**src/rtl/cache_mem_pkg.sv**
```systemverilog
// Shared constants for the I/D cache memory-port arbiter.
package cache_mem_pkg;

    localparam int ADDR_W_DEF = 28;
    localparam int DATA_W_DEF = 128;

    // Arbiter FSM encoding
    localparam logic [1:0] ST_IDLE    = 2'd0;
    localparam logic [1:0] ST_BUSY    = 2'd1;
    localparam logic [1:0] ST_RELEASE = 2'd2;

    // Requester identifiers
    localparam logic REQ_I = 1'b0;
    localparam logic REQ_D = 1'b1;

endpackage

```
**src/rtl/cache_mem_arb_pick.sv**
```systemverilog
// Combinational winner selection between the I and D cache requesters.
module cache_mem_arb_pick
    import cache_mem_pkg::*;
#(
    parameter int FIXED_PRIO = 0
) (
    input  logic req_i,
    input  logic req_d,
    input  logic last_grant,
    output logic grant_valid,
    output logic grant_id
);

    // A lone requester always wins; a tie goes to D (fixed) or the side not served last (round-robin)
    always_comb begin
        grant_valid = req_i | req_d;
        grant_id    = REQ_I;
        if (req_i && req_d) begin
            grant_id = (FIXED_PRIO != 0) ? REQ_D : ~last_grant;
        end else if (req_d) begin
            grant_id = REQ_D;
        end
    end

endmodule

```
**src/rtl/cache_mem_arbiter.sv**
```systemverilog
// Shares one memory port between the instruction and data caches.
//
// state   | meaning
// IDLE    | no transaction; arbitrate among current requests
// BUSY    | command registered on mem_*; waiting for mem_ready
// RELEASE | winner's ready pulse is high; requests ignored for this cycle
module cache_mem_arbiter
    import cache_mem_pkg::*;
#(
    parameter int ADDR_W     = ADDR_W_DEF,
    parameter int DATA_W     = DATA_W_DEF,
    parameter int FIXED_PRIO = 0
) (
    input  logic              clk,
    input  logic              proc_reset_n,
    input  logic              i_mem_read,
    input  logic              i_mem_write,
    input  logic [ADDR_W-1:0] i_mem_addr,
    input  logic [DATA_W-1:0] i_mem_wdata,
    output logic [DATA_W-1:0] i_mem_rdata,
    output logic              i_mem_ready,
    input  logic              d_mem_read,
    input  logic              d_mem_write,
    input  logic [ADDR_W-1:0] d_mem_addr,
    input  logic [DATA_W-1:0] d_mem_wdata,
    output logic [DATA_W-1:0] d_mem_rdata,
    output logic              d_mem_ready,
    output logic              mem_read,
    output logic              mem_write,
    output logic [ADDR_W-1:0] mem_addr,
    output logic [DATA_W-1:0] mem_wdata,
    input  logic [DATA_W-1:0] mem_rdata,
    input  logic              mem_ready
);

    logic [1:0] state;
    logic       last_grant;
    logic       owner;
    logic       grant_valid;
    logic       grant_id;

    cache_mem_arb_pick #(.FIXED_PRIO(FIXED_PRIO)) u_pick (
        .req_i       (i_mem_read | i_mem_write),
        .req_d       (d_mem_read | d_mem_write),
        .last_grant  (last_grant),
        .grant_valid (grant_valid),
        .grant_id    (grant_id)
    );

    // Arbitration FSM plus the registered memory command and per-side return path
    always_ff @(posedge clk or negedge proc_reset_n) begin
        if (!proc_reset_n) begin
            state       <= ST_IDLE;
            last_grant  <= REQ_D;
            owner       <= REQ_I;
            mem_read    <= 1'b0;
            mem_write   <= 1'b0;
            mem_addr    <= '0;
            mem_wdata   <= '0;
            i_mem_rdata <= '0;
            i_mem_ready <= 1'b0;
            d_mem_rdata <= '0;
            d_mem_ready <= 1'b0;
        end else begin
            case (state)
                ST_IDLE: begin
                    if (grant_valid) begin
                        owner      <= grant_id;
                        last_grant <= grant_id;
                        state      <= ST_BUSY;
                        // write wins when a side asserts both read and write
                        if (grant_id == REQ_D) begin
                            mem_write <= d_mem_write;
                            mem_read  <= d_mem_read & ~d_mem_write;
                            mem_addr  <= d_mem_addr;
                            mem_wdata <= d_mem_wdata;
                        end else begin
                            mem_write <= i_mem_write;
                            mem_read  <= i_mem_read & ~i_mem_write;
                            mem_addr  <= i_mem_addr;
                            mem_wdata <= i_mem_wdata;
                        end
                    end
                end
                ST_BUSY: begin
                    if (mem_ready) begin
                        mem_read  <= 1'b0;
                        mem_write <= 1'b0;
                        state     <= ST_RELEASE;
                        if (owner == REQ_D) begin
                            d_mem_rdata <= mem_rdata;
                            d_mem_ready <= 1'b1;
                        end else begin
                            i_mem_rdata <= mem_rdata;
                            i_mem_ready <= 1'b1;
                        end
                    end
                end
                ST_RELEASE: begin
                    i_mem_ready <= 1'b0;
                    d_mem_ready <= 1'b0;
                    state       <= ST_IDLE;
                end
                default: begin
                    state <= ST_IDLE;
                end
            endcase
        end
    end

endmodule

```
**config.mk**
```make
export PLATFORM = sky130hd
export DESIGN_NAME = cache_mem_arbiter
export DESIGN_NICKNAME = d
export VERILOG_FILES = /design/src/rtl/cache_mem_pkg.sv /design/src/rtl/cache_mem_arb_pick.sv /design/src/rtl/cache_mem_arbiter.sv
export SDC_FILE = /design/constraint.sdc
export NUM_CORES = 1
export LEC_CHECK = 0
export ABC_AREA = 1
export CORE_AREA = 5 5 330 332
export CTS_CLUSTER_SIZE = 12
export DETAILED_ROUTE_END_ITERATION = 7
export DIE_AREA = 0 0 335 337
export PLACE_DENSITY = 0.41
export SYNTH_ARGS = -nofsm -noshare
export SYNTH_HDL_FRONTEND = slang
export SYNTH_SLANG_ARGS = --single-unit
export TNS_END_PERCENT = 1
```
**constraint.sdc**
```tcl
create_clock -name clk -period 2.07 [get_ports clk]
set_input_delay 0.414 -clock clk [delete_from_list [all_inputs] [get_ports clk]]
set_output_delay 0.414 -clock clk [all_outputs]
set_load 0.01 [all_outputs]
```
======== Word-level counts from Yosys, hierarchy flattened ========
Cells that the tools add are included.
storage, ports and cells
  word-level logic and storage cells ...... 57
  bits in read-only memories .............. 0
  memory bits (writable) .................. 0
  register bits after elaboration ......... 420
  latch bits .............................. 0
  bits of input ports ..................... 447
  output and inout bits ................... 416
  memories kept ........................... 0
cells by class
  magnitude comparators ................... 0
  shift operators ......................... 0
  bitwise operators ....................... 9
  add/sub/neg operators ................... 0
  equality and inequality tests ........... 6
  multiplexer cells ....................... 20
  multiply operators ...................... 0
  reductions and logical operators ........ 11
  div/mod/pow operators ................... 0
operator list
  operator                                                               number
  128-bit two-way mux                                                    1
  28-bit two-way mux                                                     1
  3-bit AND reduction                                                    5
  1-bit two-way mux                                                      11
  2-bit != test, second input constant                                   4
  1-bit one-hot mux with 2 select lines                                  4
  2-bit two-way mux                                                      2
  1-bit NOT                                                              4
  2-bit one-hot mux with 2 select lines                                  1
  2-bit AND reduction                                                    2
  2-bit nonzero test                                                     2
  1-bit OR                                                               3
  1-bit AND                                                              2
  2-bit by 1-bit equality test with 1-bit output, second input constant  1
  2-bit equality test, second input constant                             1
  2-bit zero test                                                        1
  1-bit logical AND                                                      1

======== Longest topological paths before layout ========
  word-level depth ........................ 6
  mapped depth ............................ 9
  depth with buffers taken out ............ 7

======== Modules after synthesis ========
A second synthesis with hierarchy kept.
unflattened totals
  cells, all modules ...................... 1,847
  area, all modules ....................... 18,094.9 µm²
by module, submodules not included
  module              area each (µm²)  times used  cells each  sequential area each (µm²)
  cache_mem_arbiter   18,079.8         1           1,844       10,511.3
  cache_mem_arb_pick  15.0             1           3           0.0

======== Least setup slack after synthesis ========
OpenSTA, ideal clock, no wires.
  path kind ............................... input to register
  start ................................... input d_mem_write
  end ..................................... register mem_wdata[53]
  slack ................................... 628 ps
  setup time .............................. 121 ps
  buffers on the path ..................... 2
  data required time ...................... 1,949 ps
  stages on the path ...................... 8
  arrival ................................. 1,321 ps
  cells stage by stage .................... nor2_1 > inv_1 > nand2_2 > buf_2 > clkbuf_1 > nand2_1 > nand2_1 > o21ai_1
on the way
  cells in the longest elaborated chain, start to end .. 4
  elaborated cells between the ends (all ways) .. 7
  those cells by class .................... mux: 3; bitwise: 2; reduce/logical: 2
RTL lines
  element                                                        RTL line                                            source
  start: declaration                                             cache_mem_arbiter.sv:23                             input logic d_mem_write,
  1-bit OR *                                                     cache_mem_arbiter.sv:44                             .req_d (d_mem_read | d_mem_write),
  1-bit two-way mux / 1-bit logical AND (equally long branches)  cache_mem_arb_pick.sv:20, cache_mem_arb_pick.sv:18
  1-bit two-way mux                                              cache_mem_arb_pick.sv:18                            if (req_i && req_d) begin
  128-bit two-way mux                                            cache_mem_arbiter.sv:72                             if (grant_id == REQ_D) begin
  end signal: assignment                                         cache_mem_arbiter.sv:76                             mem_wdata <= d_mem_wdata;
  end signal: assignment                                         cache_mem_arbiter.sv:81                             mem_wdata <= i_mem_wdata;
  end: declaration                                               cache_mem_arbiter.sv:31                             output logic [DATA_W-1:0] mem_wdata,
Every way passes the cells marked *; elsewhere a longest branch is shown, timed or not.
A chain may end at the register's enable or synchronous reset.

======== Final worst setup path ========
  start ................................... register mem_wdata[23]
  end ..................................... output mem_wdata[23]
No word-level cell between the ends.

==> metrics.csv <==
metric,value,unit
timing.rr.end,mem_wdata[96],
critPathMaxStageDelay,0.57,ns
seq_area,10500,sq um
p_clk_share,21.1,%
end_kind,output pin,
postSynthRegisterBits,420,
post_cts_buffers,0,
place_ws,-0.606,ns
hold_class,in2async,
yosysMostFrequentCell,nand2_1,
grt_pass1_vias,17200,
ant_nets,0,
crit_fanout,2,
syn_inst,2161,
ys_types,16,
track_usage,13.9,%
synthFlopType,dfrtp_1,
netlist_top_cells_area,"dfrtp_1 59%, nand2_1 16%, o21ai_0 8.7%",
drt_first_pass_iters,5,
power.density,1470,nW/um^2
combinationalPowerShare,46.7,%
synth_area,17700,sq um
num_vias,16900,
synth_top_area_share,59.3,%
viasPerCell,3.75,
drv_slew,0,
antenna_found_initial,16,
cpMaxStageDelayCell,clkdlybuf4s50_1,
dieArea,113000,sq um
gp_congestion,0.818,
report.final.hold_viol_count,0,
cts_max_path_buffers,3,
critPathBufInv,1,
drt-met1-wl,31900,um
syn_nets,2608,
ios,863,
crit_type,reg2out,
drc,0,
wire_per_inst,18.4,um
async_reset_ff_share,100,%
ys_warn_count,0,
power_frac_seq,32.2,%
worstSkewPairLatency,0.62,ns
reg2reg_from,state[0],
wl_met3,7320,um
worstPathCellList,clkdlybuf4s50_1,
arrival,1.59,ns
synthToLayoutAreaGrowth,72.5,%
min_period,2.01,ns
grt_setup_unrepaired,no,
multi_input_comb_area,5560,sq um
holdWs,0.287,ns
yosysSeqAreaShare,59.4,%
internal-power,28000,uW
crit_family,buffers and inverters,
r2r_cells,7,
htree_levels,2,
avgSynthCellArea,8.19,sq um
setup_slack,0.0632,ns
clk_pin_slew_worst_paths,0.06,ns
grt_pass1_wl,118000,um
fillers,11500,
final_util,28.8,%
slew_headroom,71.2,%
cts_buffers,54,
synth_commonest_cells,"735 x nand2_1, 419 x dfrtp_1, 307 x o21ai_0",
start_kind,flop,
status,"complete, no violations",
dr.first_iter.drc_count,769,
fp.dieW,335,um
tightest_slew,0.432,ns
p_total,44900,uW
die_h,337,um
skew,0.0270,ns
synth_edf_count,0,
cts_sinks,420,
overflow,0,
top_layer_used,met5,
clock.fmax,498,MHz
switching_share,37.5,%
maxCapViolations,0,
p_sw,16900,uW
drive_above_1_share,6.30,%
setup_viol,0,
wl,82900,um
place.port_buffers,862,
p_leak,0.0145,uW
num_rows,120,
grt_start_max_net_pins,71,
cts_tree,done,
dp_hpwl,66600,um
finalNetCount,3499,
rrSetupSlack,0.44,ns
ir_worst_vdd,0.631,mV
design.core.area,106000,sq um
clockRootBuffer,clkbuf_16,
required,1.66,ns
yosys.area.top_type,dfrtp_1,
dr_wl_met2,40600,um
worstSetupStartpoint,mem_wdata[23],
start_util,16.7,%
fin_crit_sh,96.9,%
## through the flow
stage	cells	cell area (sq um)	TNS (ns)
after floorplan	2161	17700	0
after global placement	4398	28700	-88.46
after detailed placement	4398	28700	-83.82
after CTS	4497	30500	0
after global routing	4497	30500	0
final	4500	30500	0
## logic make-up (layout without fill, tap and decap cells)
family	Yosys count	after routing	synth area share [%]
and+or+nand+nor	903	903	19.2
DFF	420	420	59.4
AOI/OAI and AO/OA	420	420	11.9
other	0	3	0
buffers and inverters	418	1351	9.47
## flip-flops by register name (all words and copies together), names as in the netlist
name / flops
d_mem_rdata: 128
owner: 1
i_mem_rdata: 128
mem_read: 1
mem_write: 1
i_mem_ready: 1
mem_wdata: 128
last_grant: 1
d_mem_ready: 1
mem_addr: 28
state: 2
## cells in the final DEF (no fill, tap or decap), types with 2 or more instances in the layout
cell type        instances
clkinv_4                 3
buf_12                  37
nand3_1                  3
clkbuf_1                10
clkbuf_8                18
buf_4                   60
clkbuf_16               55
a21oi_1                  2
diode_2                  3
nand2_1                734
dlymetal6s2s_1          13
o21ai_0                307
dlygate4sd2_1           64
nor2_1                 161
dfrtp_1                418
clkinv_2                 8
nand2_8                  3
inv_1                  292
clkinv_8                 2
o21ai_1                110
clkdlybuf4s50_1        783
## power groups by stage
stage	Combinational [uW]	Sequential (uW)	Clock [uW]
after global routing	23000	15000	10200
after global placement	22000	14600	0
after detailed placement	22000	14600	0
after floorplan	6480	16000	0
final	21000	14500	9470
after CTS	21600	14500	9850
## metal layers
metal,global-route usage [%],up-vias
met2,24.1,598
met5,0,-
met1,15.8,7744
li1,-,8386
met4,4.69,18
met3,5.35,129
## worst max path at each step
stage | slack [ns] | cells after the start | end
after floorplan | 0.63 | 8 | mem_wdata[53]
after global placement | -0.63 | 11 | mem_wdata[107]
after detailed placement | -0.61 | 11 | mem_wdata[92]
after CTS | 0.0008 | 1 | i_mem_rdata[74]
after global routing | 0.0007 | 1 | i_mem_rdata[91]
final | 0.06 | 1 | mem_wdata[23]
## timing repair
action	4_1_cts	5_1_grt
gates resized for setup	65	14
pin swaps	0	0
endpoints found under the setup margin	64	30
hold buffers	1	0
endpoints found under the hold margin	154	0
## final cells by class
cell class	instances	area share [%]
Tap cell	1403	5.75
Antenna cell	3	0.0246
Clock inverter	15	0.447
Clock buffer	83	5.45
Multi-Input combinational cell	1323	18.2
Timing Repair Buffer	959	32.0
Sequential cell	420	34.5
Inverter	294	3.63
Power figures use the tool's default switching activity.
